File: src/rtl/tinyarch_run_ctrl.sv
// Host-side run sequencer for one tinyarch core: writes the job operand to data memory,
// starts the core, waits for done (with timeout) and returns the 16-bit result word.
//
// state    | meaning
// ---------+--------------------------------------------------------------
// S_IDLE   | ready for a job; host may offer job_valid
// S_WR_LO  | controller owns data memory, writes operand low byte
// S_WR_HI  | controller owns data memory, writes operand high byte
// S_START  | core_start asserted for START_CYC cycles, memory handed to core
// S_RUN    | core running; timeout counter advances, done accepted from 2nd cycle
// S_RD_LO  | controller owns data memory, captures result low byte
// S_RD_HI  | controller owns data memory, captures result high byte
// S_OUT    | result presented until host handshake
module tinyarch_run_ctrl #(
  parameter logic [7:0]  OPA_LO_ADDR = 8'd4,
  parameter logic [7:0]  RES_LO_ADDR = 8'd6,
  parameter int unsigned START_CYC   = 1,
  parameter int unsigned TMO_W       = 12,
  parameter int unsigned TMO_LIMIT   = 4000
) (
  input  logic        clk,
  input  logic        reset,
  input  logic        job_valid,
  output logic        job_ready,
  input  logic [15:0] job_operand,
  output logic        res_valid,
  input  logic        res_ready,
  output logic [15:0] res_data,
  output logic        res_timeout,
  output logic        busy,
  output logic        core_start,
  input  logic        core_done,
  output logic        dm_sel,
  output logic        dm_wr_en,
  output logic [7:0]  dm_addr,
  output logic [7:0]  dm_wr_data,
  input  logic [7:0]  dm_rd_data
);

  typedef enum logic [2:0] {
    S_IDLE, S_WR_LO, S_WR_HI, S_START, S_RUN, S_RD_LO, S_RD_HI, S_OUT
  } state_t;

  localparam logic [TMO_W-1:0] TMO_LIM_C  = TMO_W'(TMO_LIMIT);
  localparam logic [TMO_W-1:0] START_LAST = TMO_W'(START_CYC - 1);

  state_t            state_q, state_d;
  logic [15:0]       op_q, op_d;
  logic [TMO_W-1:0]  tmo_q, tmo_d, tmo_inc;
  logic [15:0]       res_data_q, res_data_d;
  logic              res_timeout_q, res_timeout_d;
  logic              job_ready_q, job_ready_d;
  logic              busy_q, busy_d;
  logic              res_valid_q, res_valid_d;
  logic              core_start_q, core_start_d;
  logic              dm_sel_q, dm_sel_d;
  logic              dm_wr_en_q, dm_wr_en_d;
  logic [7:0]        dm_addr_q, dm_addr_d;
  logic [7:0]        dm_wr_data_q, dm_wr_data_d;

  assign tmo_inc = tmo_q + TMO_W'(1);

  always_comb begin
    state_d       = state_q;
    op_d          = op_q;
    tmo_d         = tmo_q;
    res_data_d    = res_data_q;
    res_timeout_d = res_timeout_q;
    case (state_q)
      S_IDLE: if (job_valid) begin
        op_d          = job_operand;
        res_timeout_d = 1'b0;
        state_d       = S_WR_LO;
      end
      S_WR_LO: state_d = S_WR_HI;
      S_WR_HI: begin
        tmo_d   = '0;
        state_d = S_START;
      end
      S_START: begin
        if (tmo_q == START_LAST) begin
          tmo_d   = '0;
          state_d = S_RUN;
        end else begin
          tmo_d = tmo_inc;
        end
      end
      S_RUN: begin
        tmo_d = tmo_inc;
        // tmo_q == 0 marks the first RUN cycle, where a leftover done is ignored
        if (core_done && (tmo_q != '0)) begin
          tmo_d   = '0;
          state_d = S_RD_LO;
        end else if (tmo_inc == TMO_LIM_C) begin
          tmo_d         = '0;
          res_timeout_d = 1'b1;
          res_data_d    = 16'h0000;
          state_d       = S_OUT;
        end
      end
      S_RD_LO: begin
        res_data_d[7:0] = dm_rd_data;
        state_d         = S_RD_HI;
      end
      S_RD_HI: begin
        res_data_d[15:8] = dm_rd_data;
        state_d          = S_OUT;
      end
      S_OUT: if (res_ready) state_d = S_IDLE;
      default: state_d = S_IDLE;
    endcase
  end

  // Outputs are decoded from the next state so the registered copies line up with state_q.
  always_comb begin
    job_ready_d  = (state_d == S_IDLE);
    busy_d       = (state_d != S_IDLE);
    res_valid_d  = (state_d == S_OUT);
    core_start_d = (state_d == S_START);
    dm_sel_d     = 1'b0;
    dm_wr_en_d   = 1'b0;
    dm_addr_d    = 8'h00;
    dm_wr_data_d = 8'h00;
    case (state_d)
      S_WR_LO: begin
        dm_sel_d     = 1'b1;
        dm_wr_en_d   = 1'b1;
        dm_addr_d    = OPA_LO_ADDR;
        dm_wr_data_d = op_d[7:0];
      end
      S_WR_HI: begin
        dm_sel_d     = 1'b1;
        dm_wr_en_d   = 1'b1;
        dm_addr_d    = OPA_LO_ADDR + 8'd1;
        dm_wr_data_d = op_d[15:8];
      end
      S_RD_LO: begin
        dm_sel_d  = 1'b1;
        dm_addr_d = RES_LO_ADDR;
      end
      S_RD_HI: begin
        dm_sel_d  = 1'b1;
        dm_addr_d = RES_LO_ADDR + 8'd1;
      end
      default: ;
    endcase
  end

  always_ff @(posedge clk) begin
    if (!reset) begin
      state_q       <= S_IDLE;
      op_q          <= 16'h0000;
      tmo_q         <= '0;
      res_data_q    <= 16'h0000;
      res_timeout_q <= 1'b0;
      job_ready_q   <= 1'b1;
      busy_q        <= 1'b0;
      res_valid_q   <= 1'b0;
      core_start_q  <= 1'b0;
      dm_sel_q      <= 1'b0;
      dm_wr_en_q    <= 1'b0;
      dm_addr_q     <= 8'h00;
      dm_wr_data_q  <= 8'h00;
    end else begin
      state_q       <= state_d;
      op_q          <= op_d;
      tmo_q         <= tmo_d;
      res_data_q    <= res_data_d;
      res_timeout_q <= res_timeout_d;
      job_ready_q   <= job_ready_d;
      busy_q        <= busy_d;
      res_valid_q   <= res_valid_d;
      core_start_q  <= core_start_d;
      dm_sel_q      <= dm_sel_d;
      dm_wr_en_q    <= dm_wr_en_d;
      dm_addr_q     <= dm_addr_d;
      dm_wr_data_q  <= dm_wr_data_d;
    end
  end

  assign job_ready   = job_ready_q;
  assign busy        = busy_q;
  assign res_valid   = res_valid_q;
  assign res_data    = res_data_q;
  assign res_timeout = res_timeout_q;
  assign core_start  = core_start_q;
  assign dm_sel      = dm_sel_q;
  assign dm_wr_en    = dm_wr_en_q;
  assign dm_addr     = dm_addr_q;
  assign dm_wr_data  = dm_wr_data_q;

endmodule

File: config.mk
export PLATFORM = sky130hd
export DESIGN_NAME = tinyarch_run_ctrl
export DESIGN_NICKNAME = d
export VERILOG_FILES = /design/src/rtl/tinyarch_run_ctrl.sv
export SDC_FILE = /design/constraint.sdc
export NUM_CORES = 1
export LEC_CHECK = 0
export BUFFER_PORTS_ARGS = -buffer_cell sky130_fd_sc_hd__buf_2
export CAP_MARGIN = 20
export CORE_MARGIN = 3
export CORE_UTILIZATION = 35
export DETAILED_ROUTE_END_ITERATION = 12
export GPL_TIMING_DRIVEN = 0
export HOLD_SLACK_MARGIN = 0.06
export PLACE_DENSITY_LB_ADDON = 0.05
export SYNTH_ARGS = -nofsm -noshare
export SYNTH_HDL_FRONTEND = slang
export SYNTH_SLANG_ARGS = --single-unit
File: constraint.sdc
create_clock -name clk -period 4.15 [get_ports clk]
set_input_delay 0.415 -clock clk [delete_from_list [all_inputs] [get_ports clk]]
set_output_delay 0.415 -clock clk [all_outputs]
set_load 0.1 [all_outputs]
==> results of run 1 <==
-- Yosys cell counts, drive strengths merged, types with 4 or more instances --
library cell	n	area share [%]
a211oi	4	1.2
a21oi	8	1.6
a22o	8	2.8
a2bb2oi	8	2.8
and2	5	1.3
and3	4	1.2
buf	12	3.8
clkbuf	11	1.6
dfxtp	56	45
inv	10	1.5
mux2i	8	3.2
nand2	34	5.1
nand3	12	2.9
nand4	6	1.5
nor2	33	5.2
nor3	10	2.0
nor4	5	1.8
o211ai	5	1.5
o21ai	18	3.6
o221ai	5	1.7
o22ai	4	1.0
-- cells in the final DEF (no fill, tap or decap), types with 6 or more instances in the layout --
master / instances
nand2_1: 34
nand4_1: 6
nor2_1: 32
o21ai_0: 17
a21oi_1: 8
mux2i_1: 8
buf_4: 7
nor3_1: 10
nand3_1: 11
buf_2: 63
a22o_1: 8
clkbuf_1: 11
inv_1: 10
dfxtp_1: 56
a2bb2oi_1: 8
-- power breakdown --
part	switching [mW]	leakage [nW]	total [mW]	internal, mW
Sequential	0.00837	0.455	0.570	0.562
Clock	0.192	0.0463	0.316	0.124
Combinational	0.214	0.808	0.269	0.0549
Total	0.414	1.31	1.16	0.741
-- path summary, 6_finish.rpt --
path / start / end / slack (ns) / cells after the start
worst min-delay path: job_operand[4] / dm_wr_data[4]$_SDFF_PN0_ / 0.28 / 3
worst max-delay path: tmo_q[1]$_SDFFE_PN0P_ / dm_addr[0]$_SDFF_PN0_ / 1.42 / 7
worst max register to register: tmo_q[1]$_SDFFE_PN0P_ / dm_addr[0]$_SDFF_PN0_ / 1.42 / 7
worst min register to register: res_data[13]$_SDFFE_PN0P_ / res_data[13]$_SDFFE_PN0P_ / 0.48 / 1
-- worst register-to-register path, delay by kind of cell, from the launching register on --
| kind | cells | cell delay (ns) |
|---|---|---|
| adders and majority gates | 1 | 0.35 |
| AOI/OAI and AO/OA | 3 | 1.31 |
| DFF | 1 | 0.48 |
| and+or+nand+nor | 3 | 0.50 |
-- area by class of cell --
class	count	share of cell area (%)
Tap cell	96	3.943
Clock inverter	3	0.9035
Buffer	23	4.476
Clock buffer	5	2.259
Sequential cell	56	36.80
Timing Repair Buffer	62	10.18
Multi-Input combinational cell	205	40.08
Inverter	11	1.355
-- state kept, by name (all words and copies together) (netlist names), 2 cells and up --
signal      cells
state_q         3
res_data       16
tmo_q          12
dm_wr_data      8
dm_addr         2
op_q            8
-- metal layers --
metal,vias up,part of all wire [%]
li1,1185,-
met1,1054,45
met2,57,49
met3,9,5.3
met4,0,1.1
met5,-,0
-- cell families (layout without fill, tap and decap cells) --
logic type      count (synthesis)  in the layout
buf+inv                        34            104
flops                          56             56
fa+ha+maj                       2              2
compound gates                 72             72
mux                             8              8
other cells                     1              5
simple gates                  118            118
-- metrics by stage --
stage / total power [mW] / cells / instance area [um^2] / hold WS, ns
global placement: 0.8534 / 453 / 2950 / 0.4539
floorplan: 0.7993 / 295 / 2520 / 0.4504
global route: 1.211 / 461 / 3047 / 0.3031
CTS: 1.171 / 461 / 3047 / 0.2719
finish: 1.155 / 461 / 3047 / 0.2802
detailed placement: 0.8543 / 453 / 2950 / 0.4575
==> flow_summary.json, run 1 <==
{
  "grt_use_total_pct": 15.79,
  "critPathTopFamily": "compound AO/OA/AOI/OAI gates",
  "avgSynthCellArea_um2": 8.608,
  "post-dp-hpwl_um": 4643,
  "worst_hold_path_type": "input port to flop",
  "grt_pass1_vias": 2143,
  "yosysUniqueCellTypes": 50,
  "die_y_um": 90.60,
  "hold_viol": 0,
  "worst-path-max-fanout": 8,
  "drv_slew": 0,
  "endpoint_kind": "flop",
  "cts.htree.levels": 2,
  "p_per_area_nw_per_um2": 379.2,
  "cp_data_required_time_ns": 4.39,
  "clock_skew_ns": 0.008275,
  "critPathMaxStageDelay_ns": 0.65,
  "clk_pin_slew_ns": 0.11,
  "leakage_nw": 1.310,
  "synthMuxAreaShare_pct": 3.197,
  "via_per_inst": 5.000,
  "synth_xor_area_share_pct": 0,
  "drt_pass1_iterations": 4,
  "wire_per_inst_um": 13.64,
  "cts_setup_buffers": 0,
  "cp_data_arrival_time_ns": 2.96,
  "fp-row-count": 30,
  "start_util_pct": 36.47,
  "numPortBuffers": 62,
  "cp_cell_sequence": "ha_1 > nand4_1 > o21a_1 > o21ai_0 > nor4_1 > a211oi_1 > nor3b_1",
  "grt_setup_unrepaired": "false",
  "syn_area_um2": 2505,
  "slowest_stage": "a211oi_1",
  "final_util_pct": 44.35,
  "synthCells": 291,
  "ys_warn_count": 0,
  "maxSlewHeadroom_pct": 35.76,
  "ys.flop_type": "dfxtp_1",
  "synth_edf_count": 0,
  "synthToLayoutAreaGrowth_pct": 21.63,
  "worstSetupStartpointType": "flop",
  "totalWireLength_um": 6287,
  "clk_path_buf_depth": 2,
  "status": "completed",
  "drv_cap": 0,
  "top_usage_layer": "met2",
  "setup_violations": 0,
  "use_met1_pct": 20.84,
  "tightest_slew_ns": 0.9562,
  "multi_input_area_um2": 1221,
  "drcViolationCount": 0,
  "root_buffer": "clkbuf_8",
  "setup_tns_ns": 0,
  "antenna_found_initial": 0,
  "ys_seq_area_share_pct": 44.76,
  "setup_slack_ns": 1.425,
  "antenna_cells": 0,
  "use_met2_pct": 26.07,
  "peakVddDrop_uv": 139.6,
  "die_area_um2": 8208,
  "cts_sinks": 56,
  "synth_seq_cells": 56,
  "synthSimpleGateAreaFrac_pct": 23.88,
  "cts_tree": "done",
  "drtIter0Drc": 79,
  "drtAntennaViolNets": 0,
  "ctsResizeCount": 0,
  "synth_compound_area_share_pct": 19.93,
  "fp.coreArea_um2": 6869,
  "dieWidth_um": 90.60,
  "vias": 2305,
  "crit_type": "flop to flop",
  "fmax_mhz": 366.9,
  "overflow": 0,
  "synthAdderAreaFrac_pct": 0.9990,
  "synth_top_family_by_area": "simple AND/OR/NAND/NOR gates",
  "layout_min_cycle_time_ns": 2.725,
  "drive_above_1_share_pct": 24.11,
  "nets": 395,
  "path_buf_inv": 0,
  "dp_slack_ns": 1.503,
  "async_flop_share_pct": 0,
  "grt_max_degree": 20,
  "ff_latch_area_um2": 1121,
  "grt_pass1_wl_um": 10740,
  "cts_made_buffers": 5,
  "io_pins": 68,
  "grt.met3_usage_pct": 3.333,
  "clk_latency_ns": 0.31,
  "fillers": 723,
  "ctsHoldBuffers": 0,
  "gp_congestion": 0.8688,
  "min_period_over_period_pct": 65.67
}
Note: power is estimated with default switching activity, not from simulation.
==> run 2: changes to the inputs <==
--- a/config.mk
+++ b/config.mk
@@ -5,6 +5,7 @@
 export SDC_FILE = /design/constraint.sdc
 export NUM_CORES = 1
 export LEC_CHECK = 0
+export ABC_AREA = 1
 export BUFFER_PORTS_ARGS = -buffer_cell sky130_fd_sc_hd__buf_2
 export CAP_MARGIN = 20
 export CORE_MARGIN = 3
==> constraint.sdc (replaced) <==
create_clock -name clk -period 2.3 [get_ports clk]
set_input_delay 0.23 -clock clk [delete_from_list [all_inputs] [get_ports clk]]
set_output_delay 0.23 -clock clk [all_outputs]
set_load 0.1 [all_outputs]
==> run 2 against run 1 <==
  * Clock skew is 0.010 ns higher
  * Register-to-register slack worse by 1.2 ns
  * Critical endpoint is now job_ready$_SDFF_PN1_
  * Area after synthesis is 26% higher
  * Clock power grew to 3.6 times the previous value
  * Design area is 27% higher
  * Final cell count is 41% higher
  * Combinational power grew to 2.6 times the previous value
  * Critical path type unchanged
  * Global-route usage is 1.1 points higher
  * Largest power group unchanged
==> flow_summary.json, run 2 <==
{
  "status": "completed",
  "cts_tree": "done",
  "ys.flop_type": "dfxtp_1",
  "drtAntennaViolNets": 0,
  "synthToLayoutAreaGrowth_pct": 22.55,
  "drive_above_1_share_pct": 21.40,
  "r2r_setup_slack_ns": 0.23,
  "drv_cap": 0,
  "setup_slack_ns": 0.2272,
  "peakVddDrop_uv": 313.0,
  "via_per_inst": 4.702,
  "cts_made_buffers": 9,
  "cts_sinks": 64,
  "cp_data_required_time_ns": 2.54,
  "clock_skew_ns": 0.01854,
  "drtIter0Drc": 109,
  "critPathMaxStageDelay_ns": 0.39,
  "synth_edf_count": 0,
  "cp_data_arrival_time_ns": 2.32,
  "antenna_cells": 0,
  "die_y_um": 101.0,
  "yosysUniqueCellTypes": 32,
  "synth_area_leaders": "dfxtp_1, nand2_1, inv_1",
  "grt_pass1_vias": 2778,
  "synth_common_cells": "nand2_1, dfxtp_1, inv_1",
  "syn_area_um2": 3157,
  "placed_area_um2": 3617,
  "totalWireLength_um": 8395,
  "critPathMostFrequentCell": "nand2_1",
  "antenna_found_initial": 0,
  "synth.most_common_cell": "nand2_1",
  "layout_min_cycle_time_ns": 2.073,
  "fp.coreArea_um2": 8721,
  "design_power_total_mw": 3.054,
  "use_met1_pct": 22.42,
  "endpoint_kind": "flop",
  "ys_seq_area_share_pct": 40.59,
  "crit_start": "tmo_q[1]$_SDFFE_PN0P_",
  "final_cell_mix": "nand2_1, inv_1, buf_2",
  "leakage_nw": 1.874,
  "root_buffer": "clkbuf_8",
  "yosysTopAreaCellShare_pct": 40.59,
  "stdcell_area_um2": 3869,
  "fmax_mhz": 482.4,
  "vias": 3056,
  "top_usage_layer": "met2",
  "synthCells": 460,
  "ctsHoldBuffers": 0,
  "p_per_area_nw_per_um2": 789.3,
  "post-dp-hpwl_um": 6051,
  "maxSlewHeadroom_pct": 57.23,
  "hold_viol": 0,
  "worst_hold_path_type": "input port to flop",
  "die_area_um2": 10190,
  "slowest_stage": "dfxtp_2",
  "start_util_pct": 36.20,
  "dp_slack_ns": 0.1329,
  "worst-path-max-fanout": 6,
  "grt_setup_unrepaired": "false",
  "drv_slew": 0,
  "worstSetupStartpointType": "flop",
  "nets": 568,
  "drcViolationCount": 0,
  "dieWidth_um": 101.0,
  "ys_warn_count": 0,
  "crit_type": "flop to flop",
  "fp-row-count": 34,
  "min_period_over_period_pct": 90.12,
  "drt_pass1_iterations": 5,
  "io_pins": 68,
  "cts.htree.levels": 3,
  "wire_per_inst_um": 12.92,
  "clk_pin_slew_ns": 0.09,
  "grt_max_degree": 13,
  "async_flop_share_pct": 0,
  "clk_path_buf_depth": 2,
  "final_util_pct": 44.36,
  "numPortBuffers": 62,
  "hp-start": "job_operand[6]",
  "grt_pass1_wl_um": 13500,
  "yosysTopAreaCell": "dfxtp_1",
  "layout.cells.non_filler": 650,
  "grt.met3_usage_pct": 5.398,
  "setup_violations": 0,
  "cp_cell_sequence": "ha_2 > nand3_2 > clkinv_1 > nand3_1 > nand2_1 > nand3_1 > nor2_2 > nand2_1 > o21ai_2 > nand2_1 > nand3_2 > inv_2",
  "clk_latency_ns": 0.35,
  "avgSynthCellArea_um2": 6.863,
  "synth_seq_cells": 64,
  "use_met2_pct": 26.13,
  "tightest_slew_ns": 0.6392,
  "dp.cells": 634,
  "overflow": 0,
  "final_common_cell": "nand2_1",
  "timing.hold.ws_ns": 0.1460,
  "crit-reg2reg-launch": "tmo_q[1]$_SDFFE_PN0P_",
  "gp_congestion": 0.8779,
  "setup_tns_ns": 0,
  "cts_setup_buffers": 0,
  "grt_use_total_pct": 16.90
}
## run 2: metal layers
metal / part of all wire [%] / vias up
met3: 6.1 / 11
met2: 44 / 85
li1: - / 1608
met5: 0 / -
met4: 1.6 / 0
met1: 48 / 1352
## run 2: cell families (layout without fill, tap and decap cells)
| logic type | Yosys count | after routing | synth area share (%) |
|---|---|---|---|
| AO/OA/AOI/OAI | 33 | 33 | 6.421 |
| adder cells (fa/ha/maj) | 2 | 2 | 0.7926 |
| buffers and inverters | 89 | 167 | 11.61 |
| flip-flops | 64 | 64 | 40.59 |
| multiplexers | 9 | 9 | 2.854 |
| other | 1 | 5 | 0.1188 |
| AND/OR/NAND/NOR | 262 | 262 | 37.61 |
## run 2: critical path: cells and delay by family (launching register included)
kind / cells / cell delay, ns
buffers and inverters: 2 / 0.15
DFF: 1 / 0.39
and+or+nand+nor: 8 / 1.02
adders and majority gates: 1 / 0.23
AOI/OAI and AO/OA: 1 / 0.17
## run 2: final cells by class
type                       instances  area [um^2]
fill                             934         4852
multi-input combinational        311         1541
sequential                        64         1284
timing repair buffer              62        310.3
inverter                          68        255.2
clock buffer                      10        137.6
tap                              108        135.1
buffer                            21        115.1
clock inverter                     6        90.09
## run 2: final timing paths
| check | cells past startpoint | end |
|---|---|---|
| min | 3 | op_q[6]$_SDFF_PN0_ |
| min reg2reg | 2 | res_data[4]$_SDFFE_PN0P_ |
| max reg2reg | 12 | job_ready$_SDFF_PN1_ |
| max | 12 | job_ready$_SDFF_PN1_ |
## run 2: timing repair
| item | in CTS | in global routing |
|---|---|---|
| endpoints found under the setup margin | 0 | 36 |
| hold endpoints to repair | 0 | 0 |
| gates resized for setup | 0 | 9 |
## run 2: where the power goes
group	leakage (nW)	internal (mW)	switching [mW]
combinational	1.24	0.143	0.568
clock	0.113	0.644	0.484
sequential	0.522	1.19	0.0292
total	1.87	1.97	1.08
==> run 3: changes to the inputs <==
--- a/config.mk
+++ b/config.mk
@@ -13,7 +13,7 @@
 export DETAILED_ROUTE_END_ITERATION = 12
 export GPL_TIMING_DRIVEN = 0
 export HOLD_SLACK_MARGIN = 0.06
-export PLACE_DENSITY_LB_ADDON = 0.05
+export PLACE_DENSITY = 0.57
 export SYNTH_ARGS = -nofsm -noshare
 export SYNTH_HDL_FRONTEND = slang
 export SYNTH_SLANG_ARGS = --single-unit
==> run 3 against run 2 <==
  * First-iteration DRC count increased by 61%
  * Flip-flop and latch count unchanged
  * Routed wire length decreased by 4.1%
  * Register-to-register slack improved by 0.03 ns
  * Total power fell by 6.4%
  * Highest routed layer unchanged
  * Critical endpoint unchanged
  * Fmax up 1.2%
==> flow_summary.json, run 3 (same netlist as run 2, synthesis figures left out) <==
{
  "grt_pass1_wl_um": 13520,
  "wire_per_inst_um": 12.41,
  "cts_sinks": 64,
  "multi_input_area_um2": 1539,
  "final_common_cell": "nand2_1",
  "via_per_inst": 4.738,
  "worstSetupStartpointType": "flop",
  "drv_cap": 0,
  "setup_violations": 0,
  "vias": 3075,
  "final_cell_mix": "nand2_1, inv_1, buf_2",
  "tightest_slew_ns": 0.6081,
  "dieWidth_um": 101.0,
  "p_per_area_nw_per_um2": 747.6,
  "clk_path_buf_depth": 2,
  "start_util_pct": 36.20,
  "fmax_mhz": 488.4,
  "fillers": 911,
  "hold_viol": 0,
  "overflow": 0,
  "drcViolationCount": 0,
  "die_area_um2": 10190,
  "grt_setup_unrepaired": "false",
  "ctsHoldBuffers": 0,
  "ff_latch_area_um2": 1284,
  "fp.coreArea_um2": 8721,
  "drive_above_1_share_pct": 21.07,
  "antenna_cells": 0,
  "clk_pin_slew_ns": 0.07,
  "die_y_um": 101.0,
  "drtIter0Drc": 176,
  "gp_congestion": 0.9195,
  "numPortBuffers": 62,
  "ctsResizeCount": 0,
  "cts_made_buffers": 9,
  "maxSlewHeadroom_pct": 59.31,
  "cp_data_arrival_time_ns": 2.28,
  "peakVddDrop_uv": 278.2,
  "drtAntennaViolNets": 0,
  "io_pins": 68,
  "layout_min_cycle_time_ns": 2.047,
  "totalWireLength_um": 8053,
  "endpoint_kind": "flop",
  "cts_setup_buffers": 0,
  "crit_type": "flop to flop",
  "status": "completed",
  "worst_hold_path_type": "input port to flop",
  "setup_tns_ns": 0,
  "antenna_found_initial": 0,
  "root_buffer": "clkbuf_8",
  "leakage_nw": 1.853,
  "fp-row-count": 34,
  "post-dp-hpwl_um": 5925,
  "grt_use_total_pct": 16.66,
  "cp_data_required_time_ns": 2.54,
  "drt_pass1_iterations": 5,
  "synthToLayoutAreaGrowth_pct": 21.05,
  "min_period_over_period_pct": 89.02,
  "grt_max_degree": 12,
  "worst-path-max-fanout": 6,
  "nets": 568,
  "grt_pass1_vias": 2896,
  "clk_latency_ns": 0.34,
  "cts_tree": "done",
  "drv_slew": 0,
  "final_util_pct": 43.82,
  "cts.htree.levels": 3,
  "clock_skew_ns": 0.006301
}
## run 3: metrics by stage
step	setup slack, ns	hold WS, ns	total power [mW]	instances	cell area, um^2
finish	0.2526	0.1492	2.857	649	3821
floorplan	0.5034	0.3790	1.810	464	3172
global route	0.01534	0.1587	3.005	649	3821
CTS	0.1018	0.1402	2.890	649	3802
detailed placement	0.1020	0.4534	1.953	634	3617
global placement	0.1650	0.4491	1.947	634	3617
## run 3: final timing paths
path                            start                  endpoint  slack, ns  cells past startpoint
min reg2reg  res_data[2]$_SDFFE_PN0P_  res_data[2]$_SDFFE_PN0P_       0.46                      2
max reg2reg     tmo_q[1]$_SDFFE_PN0P_      job_ready$_SDFF_PN1_       0.25                     12
max             tmo_q[1]$_SDFFE_PN0P_      job_ready$_SDFF_PN1_       0.25                     12
min                     dm_rd_data[7]  res_data[7]$_SDFFE_PN0P_       0.15                      3
## run 3: cell type report
class | instances | area share, %
clock inverter | 6 | 1.604
inverter | 68 | 6.680
multi-input combinational | 311 | 40.28
buffer | 21 | 2.947
clock buffer | 9 | 3.242
sequential | 64 | 33.60
tap | 108 | 3.536
timing repair buffer | 62 | 8.121
## run 3: worst max-delay path, stage by stage (launching register included)
cell and delay (ns):
dfxtp_2 0.39, ha_2 0.23, nand3_2 0.15, clkinv_1 0.12
nand3_1 0.07, nand2_1 0.15, nand3_1 0.11, nor2_2 0.15
nand2_1 0.13, o21ai_2 0.17, nand2_1 0.13, nand3_2 0.12
inv_2 0.03
## run 3: layer usage
metal	wire length (um)	GRT usage, %
met5	0	0
met4	93	4.908
met3	477	3.737
met2	3571	26.48
met1	3910	22.59
## run 3: where the power goes
part / switching (mW) / total [mW] / internal (mW)
combinational: 0.567 / 0.709 / 0.142
sequential: 0.0298 / 1.22 / 1.19
clock: 0.442 / 0.932 / 0.490
